<file path="config.mk">
export PLATFORM = sky130hd
export DESIGN_NAME = secuenciador_muestras
export DESIGN_NICKNAME = d
export VERILOG_FILES = /design/src/rtl/secuenciador_pkg.sv /design/src/rtl/divisor_muestreo.sv /design/src/rtl/secuenciador_muestras.sv
export SDC_FILE = /design/constraint.sdc
export NUM_CORES = 1
export LEC_CHECK = 0
export ABC_CLOCK_PERIOD_IN_PS = 1950
export BUFFER_PORTS_ARGS = -buffer_cell sky130_fd_sc_hd__buf_2
export CAP_MARGIN = 5
export CORE_ASPECT_RATIO = 0.5
export CORE_MARGIN = 5
export CORE_UTILIZATION = 52
export DETAILED_ROUTE_END_ITERATION = 6
export PLACE_DENSITY_LB_ADDON = 0.25
export SETUP_SLACK_MARGIN = 0.4
export SLEW_MARGIN = 20
export SYNTH_ARGS = -nofsm -noshare
export SYNTH_HDL_FRONTEND = slang
export SYNTH_SLANG_ARGS = --single-unit
</file>
<file path="constraint.sdc">
create_clock -name clk -period 1.95 [get_ports clk]
set_clock_uncertainty 0.15 [all_clocks]
set_input_delay 0.0975 -clock clk [delete_from_list [all_inputs] [get_ports clk]]
set_output_delay 0.0975 -clock clk [all_outputs]
set_load 0.02 [all_outputs]
</file>
<file path="src/rtl/secuenciador_pkg.sv">
// rtl/secuenciador_pkg.sv - shared FSM encoding, default sizes and counter-width helper for the sample sequencer
package secuenciador_pkg;

    typedef enum logic [1:0] {
        REPOSO = 2'd0,
        CARGA  = 2'd1,
        ESPERA = 2'd2,
        SALIDA = 2'd3
    } estado_t;

    localparam int W_DEF       = 12;
    localparam int DIV_DEF     = 2268;
    localparam int TIMEOUT_DEF = 16;

    // Bits needed to hold 0..div-1.
    function automatic int ancho_contador(input int div);
        return (div <= 2) ? 1 : $clog2(div);
    endfunction

endpackage

</file>
<file path="src/rtl/divisor_muestreo.sv">
// rtl/divisor_muestreo.sv - free-running divider producing the one-cycle sample-rate tick
module divisor_muestreo
    import secuenciador_pkg::*;
#(
    parameter int DIV = DIV_DEF
) (
    input  logic clk,
    input  logic reset,
    output logic tick
);

    localparam int            CW     = ancho_contador(DIV);
    localparam logic [CW-1:0] ULTIMO = CW'(DIV - 1);

    logic [CW-1:0] cuenta_q;
    logic [CW-1:0] cuenta_d;

    // Next count: wrap to zero after DIV-1.
    always_comb begin
        cuenta_d = (cuenta_q == ULTIMO) ? '0 : cuenta_q + 1'b1;
    end

    // Count register, runs regardless of what the sequencer is doing.
    always_ff @(posedge clk) begin
        if (reset) begin
            cuenta_q <= '0;
        end else begin
            cuenta_q <= cuenta_d;
        end
    end

    assign tick = (cuenta_q == ULTIMO);

endmodule

</file>
<file path="src/rtl/secuenciador_muestras.sv">
// rtl/secuenciador_muestras.sv - sample sequencer: tick, u(k) latch, datolisto/resultadolisto handshake, y(k) to DAC; SECUENCIADOR_CONTADORES_EN adds saturating overrun/timeout counters
module secuenciador_muestras
    import secuenciador_pkg::*;
#(
    parameter int DIV     = DIV_DEF,
    parameter int W       = W_DEF,
    parameter int TIMEOUT = TIMEOUT_DEF
) (
    input  logic         clk,
    input  logic         reset,
    input  logic [W-1:0] adc_dato,
    input  logic         adc_valido,
    input  logic [W-1:0] y_in,
    input  logic         resultadolisto,
    output logic [W-1:0] u_out,
    output logic         datolisto,
    output logic [W-1:0] dac_dato,
    output logic         dac_valido,
    output logic         ocupado,
    output logic         overrun,
    output logic         error_timeout
`ifdef SECUENCIADOR_CONTADORES_EN
    ,
    output logic [7:0]   cuenta_overrun,
    output logic [7:0]   cuenta_timeout
`endif
);

    // The wait counter starts at zero in the first ESPERA cycle, so it lags
    // the cycles elapsed since datolisto by one; the limit compensates so the
    // error flag becomes visible exactly TIMEOUT cycles after datolisto.
    localparam int                WAIT_W      = $clog2(TIMEOUT);
    localparam logic [WAIT_W-1:0] WAIT_LIMITE = WAIT_W'(TIMEOUT - 2);

    logic              tick;
    estado_t           estado_q;
    logic [W-1:0]      muestra_q;
    logic [W-1:0]      u_q;
    logic [W-1:0]      dac_q;
    logic              datolisto_q;
    logic              dac_valido_q;
    logic              ocupado_q;
    logic              overrun_q;
    logic              error_q;
    logic [WAIT_W-1:0] espera_q;
    logic              evento_overrun;
    logic              fin_espera;

    divisor_muestreo #(
        .DIV (DIV)
    ) u_divisor (
        .clk   (clk),
        .reset (reset),
        .tick  (tick)
    );

    assign evento_overrun = tick && (estado_q != REPOSO);
    assign fin_espera     = (espera_q == WAIT_LIMITE);

    // Latest ADC sample; unconsumed samples are simply overwritten.
    always_ff @(posedge clk) begin
        if (reset) begin
            muestra_q <= '0;
        end else if (adc_valido) begin
            muestra_q <= adc_dato;
        end
    end

    // Handshake sequencer with registered strobes and status.
    always_ff @(posedge clk) begin
        if (reset) begin
            estado_q     <= REPOSO;
            u_q          <= '0;
            dac_q        <= '0;
            datolisto_q  <= 1'b0;
            dac_valido_q <= 1'b0;
            ocupado_q    <= 1'b0;
            overrun_q    <= 1'b0;
            error_q      <= 1'b0;
            espera_q     <= '0;
        end else begin
            datolisto_q  <= 1'b0;
            dac_valido_q <= 1'b0;
            overrun_q    <= evento_overrun;
            case (estado_q)
                REPOSO: begin
                    if (tick) begin
                        // A sample arriving with the tick bypasses the register.
                        u_q         <= adc_valido ? adc_dato : muestra_q;
                        datolisto_q <= 1'b1;
                        ocupado_q   <= 1'b1;
                        estado_q    <= CARGA;
                    end
                end
                CARGA: begin
                    espera_q <= '0;
                    estado_q <= ESPERA;
                end
                ESPERA: begin
                    if (resultadolisto) begin
                        dac_q        <= y_in;
                        dac_valido_q <= 1'b1;
                        estado_q     <= SALIDA;
                    end else if (fin_espera) begin
                        error_q   <= 1'b1;
                        ocupado_q <= 1'b0;
                        estado_q  <= REPOSO;
                    end else begin
                        espera_q <= espera_q + 1'b1;
                    end
                end
                SALIDA: begin
                    ocupado_q <= 1'b0;
                    estado_q  <= REPOSO;
                end
                default: begin
                    ocupado_q <= 1'b0;
                    estado_q  <= REPOSO;
                end
            endcase
        end
    end

    assign u_out         = u_q;
    assign datolisto     = datolisto_q;
    assign dac_dato      = dac_q;
    assign dac_valido    = dac_valido_q;
    assign ocupado       = ocupado_q;
    assign overrun       = overrun_q;
    assign error_timeout = error_q;

`ifdef SECUENCIADOR_CONTADORES_EN
    logic [7:0] cuenta_overrun_q;
    logic [7:0] cuenta_timeout_q;
    logic       evento_timeout;

    assign evento_timeout = (estado_q == ESPERA) && !resultadolisto && fin_espera;

    // Event counters that stick at 255 instead of wrapping.
    always_ff @(posedge clk) begin
        if (reset) begin
            cuenta_overrun_q <= '0;
            cuenta_timeout_q <= '0;
        end else begin
            if (evento_overrun && (cuenta_overrun_q != 8'hFF)) begin
                cuenta_overrun_q <= cuenta_overrun_q + 8'd1;
            end
            if (evento_timeout && (cuenta_timeout_q != 8'hFF)) begin
                cuenta_timeout_q <= cuenta_timeout_q + 8'd1;
            end
        end
    end

    assign cuenta_overrun = cuenta_overrun_q;
    assign cuenta_timeout = cuenta_timeout_q;
`endif

endmodule
</file>
* Word level (Yosys, flattened, before mapping)
Cells that the tools add are included.
** Storage, ports and cells
- Register bits :: 59
- Bits in latches :: 0
- Memory bits (writable) :: 0
- Bits in read-only memories :: 0
- Bits of input ports :: 28
- Output and inout bits :: 29
- Logic and storage cells :: 54
- Memories kept :: 0
** Operators by class
- Add/sub/neg operators :: 2
- Multipliers :: 0
- Div/mod/pow operators :: 0
- $lt $le $gt $ge :: 0
- Equality and inequality tests :: 10
- Shift-type cells :: 0
- Muxes and demuxes :: 14
- Bitwise gates (word level) :: 3
- Reductions and logical operators :: 14
** Operator list (count)
- 12-bit by 1-bit adder with 12-bit output (second input constant) :: 1
- 12-bit == test (second input constant) :: 1
- 12-bit 2-to-1 mux :: 1
- 4-bit 2-to-1 mux :: 2
- 2-bit != test (second input constant) :: 4
- 2-bit one-hot mux with 4 select lines :: 1
- 4-bit one-hot mux with 2 select lines :: 1
- 2-bit 2-to-1 mux :: 3
- 2-bit AND reduction :: 3
- 3-bit AND reduction :: 2
- 2-bit OR reduction :: 3
- 1-bit 2-to-1 mux :: 5
- 4-bit by 1-bit adder with 4-bit output (second input constant) :: 1
- 2-bit == test (second input constant) :: 2
- 4-bit == test (second input constant) :: 1
- 4-bit AND reduction :: 1
- 2-bit nonzero test :: 2
- 3-bit != test (second input constant) :: 1
- 1-bit inverter :: 3
- 1-bit one-hot mux with 3 select lines :: 1
- 3-bit nonzero test :: 1
- 2-bit by 1-bit == test with 1-bit output (second input constant) :: 1
- 2-bit logical NOT :: 1
- 1-bit logical AND :: 1

* Depth between registers and ports, before layout
- Word-level depth :: 4
- Depth in mapped cells :: 6
- Depth with buffers taken out :: 6

* Hierarchy
A second synthesis with hierarchy kept.
** Second synthesis, totals
- Cells, all modules :: 246
- Area total of the unflattened synthesis :: 2374.8 um^2
** Modules (own cells, without submodules)
- secuenciador_muestras :: times used 1, cells an instance 186, area each 1815.5 um^2, seq. area each 940.9 um^2
- divisor_muestreo :: times used 1, cells an instance 60, area each 559.3 um^2, seq. area each 240.2 um^2

* Worst setup path after synthesis
Ideal clock, no wire load.
- Path type :: flip-flop to flip-flop
- Start :: reg u_divisor.cuenta_q[0]
- End :: reg u_q[10] (netlist: u_out[10])
- Library setup time :: 0.121 ns
- Data arrival time :: 1.417 ns
- Data required time :: 1.679 ns
- Setup slack :: 0.262 ns
- Stages on the path, launching flop included :: 6
- Buffers on the path :: 1
- Period minus slack after synthesis :: 1.688 ns
- Cells stage by stage :: dfxtp_1 > ha_1 > and4bb_2 > nand4_4 > buf_6 > mux2_4
** On the way
- Word-level cells in the longest chain between the ends :: 2
** RTL lines
- from (decl) :: RTL line divisor_muestreo.sv:15 : logic [CW-1:0] cuenta_q;
- from (signal assigned) :: RTL line divisor_muestreo.sv:28 : cuenta_q <= cuenta_d;
- 12-bit == test :: RTL line divisor_muestreo.sv:32 : assign tick = (cuenta_q == ULTIMO);
- 2-bit AND reduction (no source line)
- to (signal assigned) :: RTL line secuenciador_muestras.sv:89 : u_q <= adc_valido ? adc_dato : muestra_q;
- to (decl) :: RTL line secuenciador_muestras.sv:38 : logic [W-1:0] u_q;
Every way passes these cells.
A chain may end at the register's enable or synchronous reset.

* Final worst setup path
- Start :: reg u_divisor.cuenta_q[1]
- End :: reg u_q[2] (netlist: u_out[2])
The elaborated chain is that of the path after synthesis.

==> results.yml <==
worst_setup_path:
  critPathRequiredTime_ns: 2.02
  critical-path-max-stage-delay_ns: 0.35
  end_kind: "register"
  crit_chain: "ha_4, and4bb_2, nand4_4, clkbuf_16, mux2_4"
  crit_path_start_kind: "register"
  critPathArrivalTime_ns: 1.71
  worstReg2RegStart: "u_divisor.cuenta_q[1]$_SDFF_PP0_"
  critPathMaxFanout: 6
  r2r_setup_slack_ns: 0.32
  cpMaxStageDelayCell: "dfxtp_2"
  crit_cells: 5
  cpLargestDelayFamily: "simple AND/OR/NAND/NOR gates"
  worstSetupPathType: "register to register"
  r2r_cells: 5
  critPathBufInv: 1
  r2r_end: "u_out[2]$_SDFFE_PP0P_"
clocking:
  numCtsBuffers: 9
  htree_levels: 3
  path_clk_slew_ns: 0.07
  clock_latency_ns: 0.33
  cts.path.max_buffers: 2
  cts_root_buf: "clkbuf_8"
  cts_tree: "done"
  clock_sinks: 59
floorplan:
  coreArea_um2: 4400
  pin_count: 57
  fp.dieH_um: 57.9
  initial_core_util_pct: 54.1
  die_w_um: 106
  rows: 17
  die_area_um2: 6110
timing:
  setup_slack_ns: 0.316
  tightest_slew_ns: 0.373
  min_period_over_period_pct: 83.8
  report.final.slew_viol_count: 0
  setup_viol: 0
  layout_min_cycle_time_ns: 1.63
  setup_tns_ns: 0
  relSlewSlack_pct: 74.9
  rsz0062_at_grt: "true"
  final_hold_viol_count: 0
  timing.fmax_mhz: 612
finish:
  fin_cells: 405
  n_antenna_cell: 0
  area_delta_synth_final_pct: 41.1
  fin_nets: 374
  drive_above_1_share_pct: 33.3
  final_util_pct: 76.3
synthesis:
  synthFlopType: "dfxtp_1"
  ys_seq_area_share_pct: 49.6
  async_reset_ff_share_pct: 0
  ys_types: 36
  ys_ff_latch: 59
  syn-num-nets: 280
  synthTopCellsByCount: "dfxtp_1, nor2_1, nand2_1, a21oi_1, nor2b_1"
  synth_top_area_cell: "dfxtp_1"
  synth_cells: 249
  syn_area_um2: 2380
  yosys_warnings: 0
  synth_top_area_share_pct: 49.6
  synth_most_common_cell: "dfxtp_1"
  avgSynthCellArea_um2: 9.56
  synth_edf_count: 0
  synth_area_leaders: "dfxtp_1, mux2_4, nor2_1, mux2i_1, nand2_1"
power:
  p_leak_nw: 1.47
  power_w: 0.00266
  power_density_nw_per_um2: 791
  irDropWorstVdd_mv: 0.458
min_path:
  holdPathStages: 2
  min_from: "reset"
  hp-class: "input pin to register"
  holdPathEnd: "muestra_q[5]$_SDFF_PP0_"
place:
  place_hpwl_mm: 3.53
  gp_congestion: 0.847
  placement.io_buffers: 56
  place_ws_ns: 0.171
  place_inst: 356
global_routing:
  use_met1_pct: 21.4
  grt_pass1_vias: 2074
  overflow: 0
  grt_use_met2_pct: 35.3
  grtUsageMet3_pct: 8.23
  grt_usage_pct: 19.3
  grt_max_degree: 18
  busiest_layer: "met2"
  antenna_found_initial: 0
  grt_first_pass_wirelength_mm: 9.37
routing:
  antenna_left: 0
  viasPerCell: 5.13
  vias: 2076
  dr.pass1.iters: 5
  routedWlPerCell_um: 14.4
  drc: 0
  drt_iter0_drc: 50
  wl_mm: 5.84
outcome:
  status: "complete, no violations"
run:
  max_cap_viol_count: 0
## layer usage
metal / wire length [um] / share of wire (%)
met4: 22 / 0.38
met3: 452 / 7.7
met5: 0 / 0
met1: 2530 / 43
met2: 2840 / 49
## layout by cell type (no fill, tap or decap), types with 3 or more instances in the layout
cell,count
buf_2,56
nor2b_1,15
nand2_1,29
nand4_1,4
a21oi_1,16
inv_1,4
mux2_4,10
buf_4,12
nor2_1,33
xnor2_1,8
mux2i_1,12
dfxtp_2,4
dlygate4sd3_1,25
clkbuf_8,11
dfxtp_1,53
nand3_1,8
nor4_1,3
nor3_1,6
## worst max-delay path by stage
| stage | end | slack [ns] | start |
|---|---|---|---|
| floorplan | u_out[10]$_SDFFE_PP0P_ | 0.33 | u_divisor.cuenta_q[1]$_SDFF_PP0_ |
| global placement | u_out[9]$_SDFFE_PP0P_ | 0.21 | u_divisor.cuenta_q[0]$_SDFF_PP0_ |
| detailed placement | u_out[1]$_SDFFE_PP0P_ | 0.17 | u_divisor.cuenta_q[0]$_SDFF_PP0_ |
| CTS | u_out[1]$_SDFFE_PP0P_ | 0.30 | u_divisor.cuenta_q[1]$_SDFF_PP0_ |
| global route | u_divisor.cuenta_q[10]$_SDFF_PP0_ | 0.28 | u_divisor.cuenta_q[0]$_SDFF_PP0_ |
| finish | u_out[2]$_SDFFE_PP0P_ | 0.32 | u_divisor.cuenta_q[1]$_SDFF_PP0_ |
## state kept, by name (all words and copies together), names as in the netlist
signal,count
dac_dato,12
datolisto,1
muestra_q,12
ocupado,1
estado_q,2
espera_q,4
dac_valido,1
u_out,12
u_divisor.cuenta_q,12
overrun,1
error_timeout,1
## worst register-to-register path, cell delays in order, from the launching register on
cell	delay, ns
dfxtp_2	0.35
ha_4	0.13
and4bb_2	0.28
nand4_4	0.14
clkbuf_16	0.20
mux2_4	0.29
## power by group
part / total (W) / switching [W] / internal [W]
Clock: 0.00126 / 0.000475 / 0.000788
Sequential: 0.00124 / 0.0000135 / 0.00123
Combinational: 0.000156 / 0.0000673 / 0.0000887
Total: 0.00266 / 0.000556 / 0.00210
## area by class of cell
cell class | instances | area (um^2)
clock buffer | 12 | 155
sequential | 59 | 1190
fill | 304 | 1040
tap | 57 | 71.3
multi-input combinational | 173 | 1180
inverter | 5 | 21.3
timing repair buffer | 95 | 666
clock inverter | 4 | 72.6
## cell families (layout without fill, tap and decap cells)
group	after synthesis	after routing	synth area share, %
AND/OR/NAND/NOR	110	110	23.2
adder cells (fa/ha/maj)	3	3	1.58
flip-flops	59	59	49.6
XOR/XNOR	10	10	3.68
multiplexers	24	24	12.3
AO/OA/AOI/OAI	26	26	6.41
buffers and inverters	17	116	3.21
## what timing repair did
item / CTS / global route
hold buffers: 25 / 0
gates resized for setup: 9 / 11
pin swaps: 5 / 5
endpoints found under the setup margin: 39 / 43
cloned: 1 / 0
buffers inserted: 7 / 0
endpoints found under the hold margin: 25 / 0
## stage by stage
stage | hold WS [ns] | cell area (um^2)
final | 0.0429 | 3360
after global routing | 0.0495 | 3360
after CTS | 0.0361 | 3340
after detailed placement | 0.193 | 2740
after global placement | 0.188 | 2740
after floorplan | 0.0835 | 2400
No activity file was read; power rests on OpenSTA's default activity.
